<file path="config.mk">
export PLATFORM = sky130hd
export DESIGN_NAME = uart_line_window
export DESIGN_NICKNAME = d
export VERILOG_FILES = /design/src/rtl/uart_line_window.sv
export SDC_FILE = /design/constraint.sdc
export NUM_CORES = 1
export LEC_CHECK = 0
export CORE_AREA = 4 4 105 107
export CTS_CLUSTER_SIZE = 12
export DETAILED_ROUTE_END_ITERATION = 12
export DIE_AREA = 0 0 109 111
export PLACE_DENSITY = 0.72
export SLEW_MARGIN = 25
export SYNTH_ARGS = -nofsm -noshare
export SYNTH_HDL_FRONTEND = slang
export SYNTH_SLANG_ARGS = --single-unit
</file>
<file path="constraint.sdc">
create_clock -name clk -period 3.5 [get_ports clk]
set_input_delay 0.875 -clock clk [delete_from_list [all_inputs] [get_ports clk]]
set_output_delay 0.875 -clock clk [all_outputs]
set_load 0.03 [all_outputs]
</file>
<file path="src/rtl/uart_line_window.sv">
// uart_line_window: line assembler ahead of the command matcher.
// Collects printable characters from the UART byte stream into a
// CHARACTER_COUNT-character window. Backspace removes the newest character.
// A terminator presents the window as a frame, but only when the window is
// exactly full. Short or over-long lines are discarded with a line_drop pulse.
//
// Ports:
//   clk          system clock, rising edge
//   reset_n      asynchronous active-low reset
//   rx_data      received byte
//   rx_valid     one-cycle strobe qualifying rx_data (no backpressure)
//   sr_data      window; newest char in the low byte, first char of line on top
//   frame_valid  window holds a complete line, sr_data stable while high
//   frame_ready  consumer accepts the presented frame
//   char_count   number of characters currently in the window
//   line_drop    one-cycle pulse, a terminated line was discarded
//   overrun      sticky, a byte arrived while a frame was pending
//   clear_errors synchronous clear of overrun (a same-cycle set wins)
module uart_line_window #(
    parameter int unsigned DATA_WIDTH      = 8,
    parameter int unsigned CHARACTER_COUNT = 10
) (
    input  logic                                  clk,
    input  logic                                  reset_n,
    input  logic [DATA_WIDTH-1:0]                 rx_data,
    input  logic                                  rx_valid,
    output logic [DATA_WIDTH*CHARACTER_COUNT-1:0] sr_data,
    output logic                                  frame_valid,
    input  logic                                  frame_ready,
    output logic [$clog2(CHARACTER_COUNT+1)-1:0]  char_count,
    output logic                                  line_drop,
    output logic                                  overrun,
    input  logic                                  clear_errors
);

    localparam int unsigned WIN_W = DATA_WIDTH * CHARACTER_COUNT;
    localparam int unsigned CNT_W = $clog2(CHARACTER_COUNT + 1);

    localparam logic [CNT_W-1:0] CNT_FULL = CNT_W'(CHARACTER_COUNT);
    localparam logic [CNT_W-1:0] CNT_ZERO = '0;
    localparam logic [CNT_W-1:0] CNT_ONE  = CNT_W'(1);

    localparam logic [DATA_WIDTH-1:0] CH_SPACE = DATA_WIDTH'(8'h20);
    localparam logic [DATA_WIDTH-1:0] CH_TILDE = DATA_WIDTH'(8'h7E);
    localparam logic [DATA_WIDTH-1:0] CH_CR    = DATA_WIDTH'(8'h0D);
    localparam logic [DATA_WIDTH-1:0] CH_LF    = DATA_WIDTH'(8'h0A);
    localparam logic [DATA_WIDTH-1:0] CH_BS    = DATA_WIDTH'(8'h08);
    localparam logic [DATA_WIDTH-1:0] CH_DEL   = DATA_WIDTH'(8'h7F);

    typedef enum logic [0:0] {
        COLLECT = 1'b0,
        PRESENT = 1'b1
    } state_t;

    state_t state;
    logic   long_line;  // line overflowed the window; held until its terminator

    logic is_print_c;
    logic is_term_c;
    logic is_bs_c;
    logic full_c;
    logic empty_c;

    // Byte classification; anything outside these classes is ignored.
    always_comb begin
        is_print_c = (rx_data >= CH_SPACE) && (rx_data <= CH_TILDE);
        is_term_c  = (rx_data == CH_CR) || (rx_data == CH_LF);
        is_bs_c    = (rx_data == CH_BS) || (rx_data == CH_DEL);
        full_c     = (char_count == CNT_FULL);
        empty_c    = (char_count == CNT_ZERO);
    end

    // Line FSM, window shift register and status flags.
    always_ff @(posedge clk or negedge reset_n) begin
        if (!reset_n) begin
            state       <= COLLECT;
            sr_data     <= '0;
            char_count  <= '0;
            frame_valid <= 1'b0;
            line_drop   <= 1'b0;
            overrun     <= 1'b0;
            long_line   <= 1'b0;
        end else begin
            line_drop <= 1'b0;

            // Clear first so that a simultaneous overrun set takes priority.
            if (clear_errors) begin
                overrun <= 1'b0;
            end
            if ((state == PRESENT) && rx_valid) begin
                overrun <= 1'b1;
            end

            case (state)
                COLLECT: begin
                    if (rx_valid) begin
                        if (is_print_c) begin
                            if (!full_c) begin
                                sr_data    <= {sr_data[WIN_W-DATA_WIDTH-1:0], rx_data};
                                char_count <= char_count + CNT_ONE;
                            end else begin
                                long_line <= 1'b1;
                            end
                        end else if (is_bs_c) begin
                            if (!long_line && !empty_c) begin
                                sr_data    <= {{DATA_WIDTH{1'b0}}, sr_data[WIN_W-1:DATA_WIDTH]};
                                char_count <= char_count - CNT_ONE;
                            end
                        end else if (is_term_c) begin
                            // An empty line is the second half of CRLF: ignore it.
                            if (empty_c && !long_line) begin
                                state <= COLLECT;
                            end else if (full_c && !long_line) begin
                                state       <= PRESENT;
                                frame_valid <= 1'b1;
                            end else begin
                                line_drop  <= 1'b1;
                                sr_data    <= '0;
                                char_count <= '0;
                                long_line  <= 1'b0;
                            end
                        end
                    end
                end

                PRESENT: begin
                    // Window is frozen; incoming bytes only raise overrun.
                    if (frame_ready) begin
                        state       <= COLLECT;
                        frame_valid <= 1'b0;
                        sr_data     <= '0;
                        char_count  <= '0;
                    end
                end

                default: begin
                    state <= COLLECT;
                end
            endcase
        end
    end

endmodule

</file>
==> results.txt <==
- The worst setup path is launched from an input port.
* Antenna cells: 0
- Cell chosen for the clock root: clkbuf_8
- Fin Clk Skew: 11.23 ps
- The placed instances occupy a cell area of 0.005693 mm².
- Buffers added to address setup during post-CTS repair amount to 0.
- Initial core utilization: 44.11%
* Switching Fraction: 33.76%
- Summed over all layers, the global routing overflow is 0.
* First-pass GRT wire length: 17260 µm
- Family with the most delay on the worst path: buffers and inverters
- Summing every instance area after synthesis gives 0.004472 mm².
* Initial antenna violation count: 0
- Maximum single-stage delay on the critical path: 490 ps
* Core region area: 0.01014 mm²
* RSZ-0062 raised after global routing: false
- Class of the tightest hold or removal check: reg -> reg
* Clock power frac: 27.5%
- The analysis attributes to net switching a power of 0.9736 mW.
* Least-Margin Pin Slew: 762.2 ps
- Entering global routing, the biggest net connects 73 pins.
* Async SR Flop Fraction: 100.0%
- Logic pwr share: 28.7%
- STA puts the critical path data required time at 3730 ps.
- Result of the run: finished clean
- Summed over all cells, the static leakage comes to 2.717 nW.
* Clk_lat worst skew: 350 ps
* Synthesized area divided by synthesized cell count: 12.46 µm²
* Worst endpoint data arrival time: 3500 ps
- Static timing analysis puts the maximum clock frequency at 305.5 MHz.
- Via count: 3318
- Synth Net Count: 376
- RePlAce Congestion: 0.8224
- Summed over all nets, the half-perimeter wirelength after detailed placement is 7133 µm.
- Setup slack closes at 226.3 ps.
- In this run, synthesis inferred 0 flip-flops with an integrated enable.
- Fin. max-slew vios: 0
- Setup violations remaining at the end of the flow were counted as 0.
- Cell Int Power: 1.910 mW
- Count of different cell masters after synthesis: 40
* Die height: 111 µm
- For this design, the CTS-stage hold fixing added 0 buffers.
* Post-route fraction of the period consumed by the critical path: 93.53%
- Yosys printed 0 warnings.
- After detailed routing, the average wire length per cell comes to 17.44 µm.
- Critical path endpoint category: flop
- The count of buffers added on input and output ports is 99.
- Clock-pin slew reported for the worst setup and hold paths after clock tree synthesis: 90 ps
- Counting every instance in the synthesized netlist gives 359.
- Post-route insts no fill: 600
- Post-route setup TNS: 0 ps
- The die covers 0.01210 mm².
* Footprint of the multi-input gates: 0.002048 mm²
* Power density normalized to cell area: 487.3 mW/mm²
- CP max FO: 23
- Total CTS buffers: 9
- Including well taps, the total number of placed cells is 584.
* Site row count: 37
- Across the run, the number of max-cap violations was 0.
- Critical path class: in -> reg
- Compared with the post-synthesis result, the final layout area differs by 32.34%.
- Rel. slew slack: 49.19%
* Number of filler instances in the final layout: 858
- NumNets Final: 476
- Total power for the finished layout comes to 2.884 mW.
- Level count of the clock H-tree: 3
- Routed via count divided by cell count: 5.530
- Antenna viol nets, final: 0
* # IOs: 100
- The number of gates resized after CTS was 0.
- The count of final hold-check violations was 0.
* Fraction of layout instances using a drive strength above 1: 8.836%
* Maximum number of buffers from clock root to sink: 2
- CTS tree: done
- Number of design-rule violations left by the first detailed-router iteration: 164
- VDD IR-drop max: 0.3014 mV
- Per report_power, the sequential group accounts for 43.8% of the total.
- Global router's overall resource usage: 17.65%
* Most common flop cell mapped by yosys: dfrtp_1
- Count of clock tree sinks: 89
- The signal on the critical path passes through clkdlybuf4s50_1, nor4b_1, nand4b_1, a211oi_1, a211oi_2, a211oi_4, buf_4, buf_12, mux2_1.
* Vias in the first global route: 3343
- The critical path contains buffers and inverters numbering 3 combined.
- The tightest hold path in the finished design has a slack of 527.1 ps.
- Pre-CTS WS: -100.9 ps
- Summing all non-filler instances in the final layout gives an area of 0.005918 mm².
- Sequential cells were found to cover 49.80% of the synthesized design area.
* Reg area: 0.002227 mm²
- The die is 109 µm wide.
- After synthesis the netlist holds a flip-flop and latch count of 89.
* Remaining routing DRC violations: 0
- For this design, the slowest cell found on the critical path is clkdlybuf4s50_1.
- Detailed-route wire length: 10460 µm
- End-of-flow core utilization: 58.37%
- After layout, the minimum clock period comes to 3274 ps.
* Number of detailed-route iterations in the first pass: 4
[cells by family after synthesis]
group / count (synthesis) / synth area share (%)
and+or+nand+nor: 44 / 5.093
muxes: 84 / 20.85
adders and majority gates: 4 / 1.119
buffers and inverters: 42 / 4.896
xor gates and xnor gates: 2 / 0.3918
DFF: 89 / 49.80
AOI/OAI and AO/OA: 94 / 17.85
[layout by cell type, fill, tap and decap left out, types with 2 or more instances in the layout]
master / instances
clkinvlp_4: 2
nor2_4: 2
a211o_1: 2
mux2_1: 73
nor2b_1: 2
buf_12: 6
mux2i_1: 11
nor2_1: 6
bufinv_16: 2
dfrtp_1: 89
and2_1: 3
a22o_1: 71
a31oi_1: 2
nand4b_1: 2
a22oi_1: 2
ha_1: 4
buf_4: 12
a21oi_1: 3
nor4b_1: 2
xor2_1: 2
nand2b_1: 2
nand2_1: 16
inv_6: 2
o21ai_0: 4
clkdlybuf4s50_1: 98
inv_1: 15
clkbuf_8: 9
[power by group through the flow]
| stage | Sequential (mW) | Combinational [mW] | Clock (mW) |
|---|---|---|---|
| 6_report | 1.26 | 0.827 | 0.793 |
| 5_1_grt | 1.28 | 0.890 | 0.866 |
| 4_1_cts | 1.26 | 0.836 | 0.818 |
| 3_5_place_dp | 1.28 | 0.832 | 0 |
| 3_3_place_gp | 1.28 | 0.818 | 0 |
| 2_1_floorplan | 1.41 | 0.351 | 0 |
[area by class of cell]
type / instances / area share [%]
multi-input combinational: 228 / 34.61
inverter: 15 / 0.9514
clock inverter: 7 / 1.712
clock buffer: 9 / 2.093
timing repair buffer: 116 / 20.13
sequential: 89 / 37.63
tap: 136 / 2.875
[state kept, by name, indices dropped and copies added, names as in the netlist]
signal       flops
sr_data         80
char_count       4
frame_valid      1
line_drop        1
long_line        1
overrun          1
state            1
[routing by layer]
layer,part of all wire (%),vias up,GRT usage (%)
li1,-,1545,-
met1,50,1680,26.08
met2,45,86,26.29
met3,4.7,7,3.029
met4,0.85,0,5.471
met5,0,-,0
[path summary, 6_finish.rpt]
path | start | depth (start not counted) | to | slack (ps)
worst min register to register | sr_data[5] | 1 | sr_data[5] | 530
worst max-delay path | rx_data[6] | 9 | sr_data[70] | 230
worst max register to register | char_count[0] | 10 | sr_data[70] | 1040
worst min-delay path | sr_data[5] | 1 | sr_data[5] | 530
max in group asynchronous | reset_n | 2 | sr_data[28] | 2170
min in group asynchronous | reset_n | 1 | sr_data[74] | 600
[synthesized netlist by cell type (all sizes together) (2+ instances only)]
| library cell | count | area (µm²) |
|---|---|---|
| a211o | 2 | 17.52 |
| a211oi | 3 | 32.53 |
| a21oi | 3 | 15.01 |
| a22o | 71 | 621.9 |
| a22oi | 2 | 15.01 |
| a31oi | 2 | 12.51 |
| and2 | 3 | 18.77 |
| buf | 9 | 95.09 |
| clkbuf | 18 | 67.56 |
| dfrtp | 89 | 2227 |
| ha | 4 | 50.05 |
| inv | 15 | 56.30 |
| mux2 | 73 | 822.0 |
| mux2i | 11 | 110.1 |
| nand2 | 16 | 60.06 |
| nand2b | 2 | 12.51 |
| nand4b | 2 | 17.52 |
| nor2 | 8 | 30.03 |
| nor2b | 2 | 12.51 |
| nor4b | 2 | 17.52 |
| o21ai | 4 | 20.02 |
| xor2 | 2 | 17.52 |
Note: power is estimated with default switching activity, not from simulation.
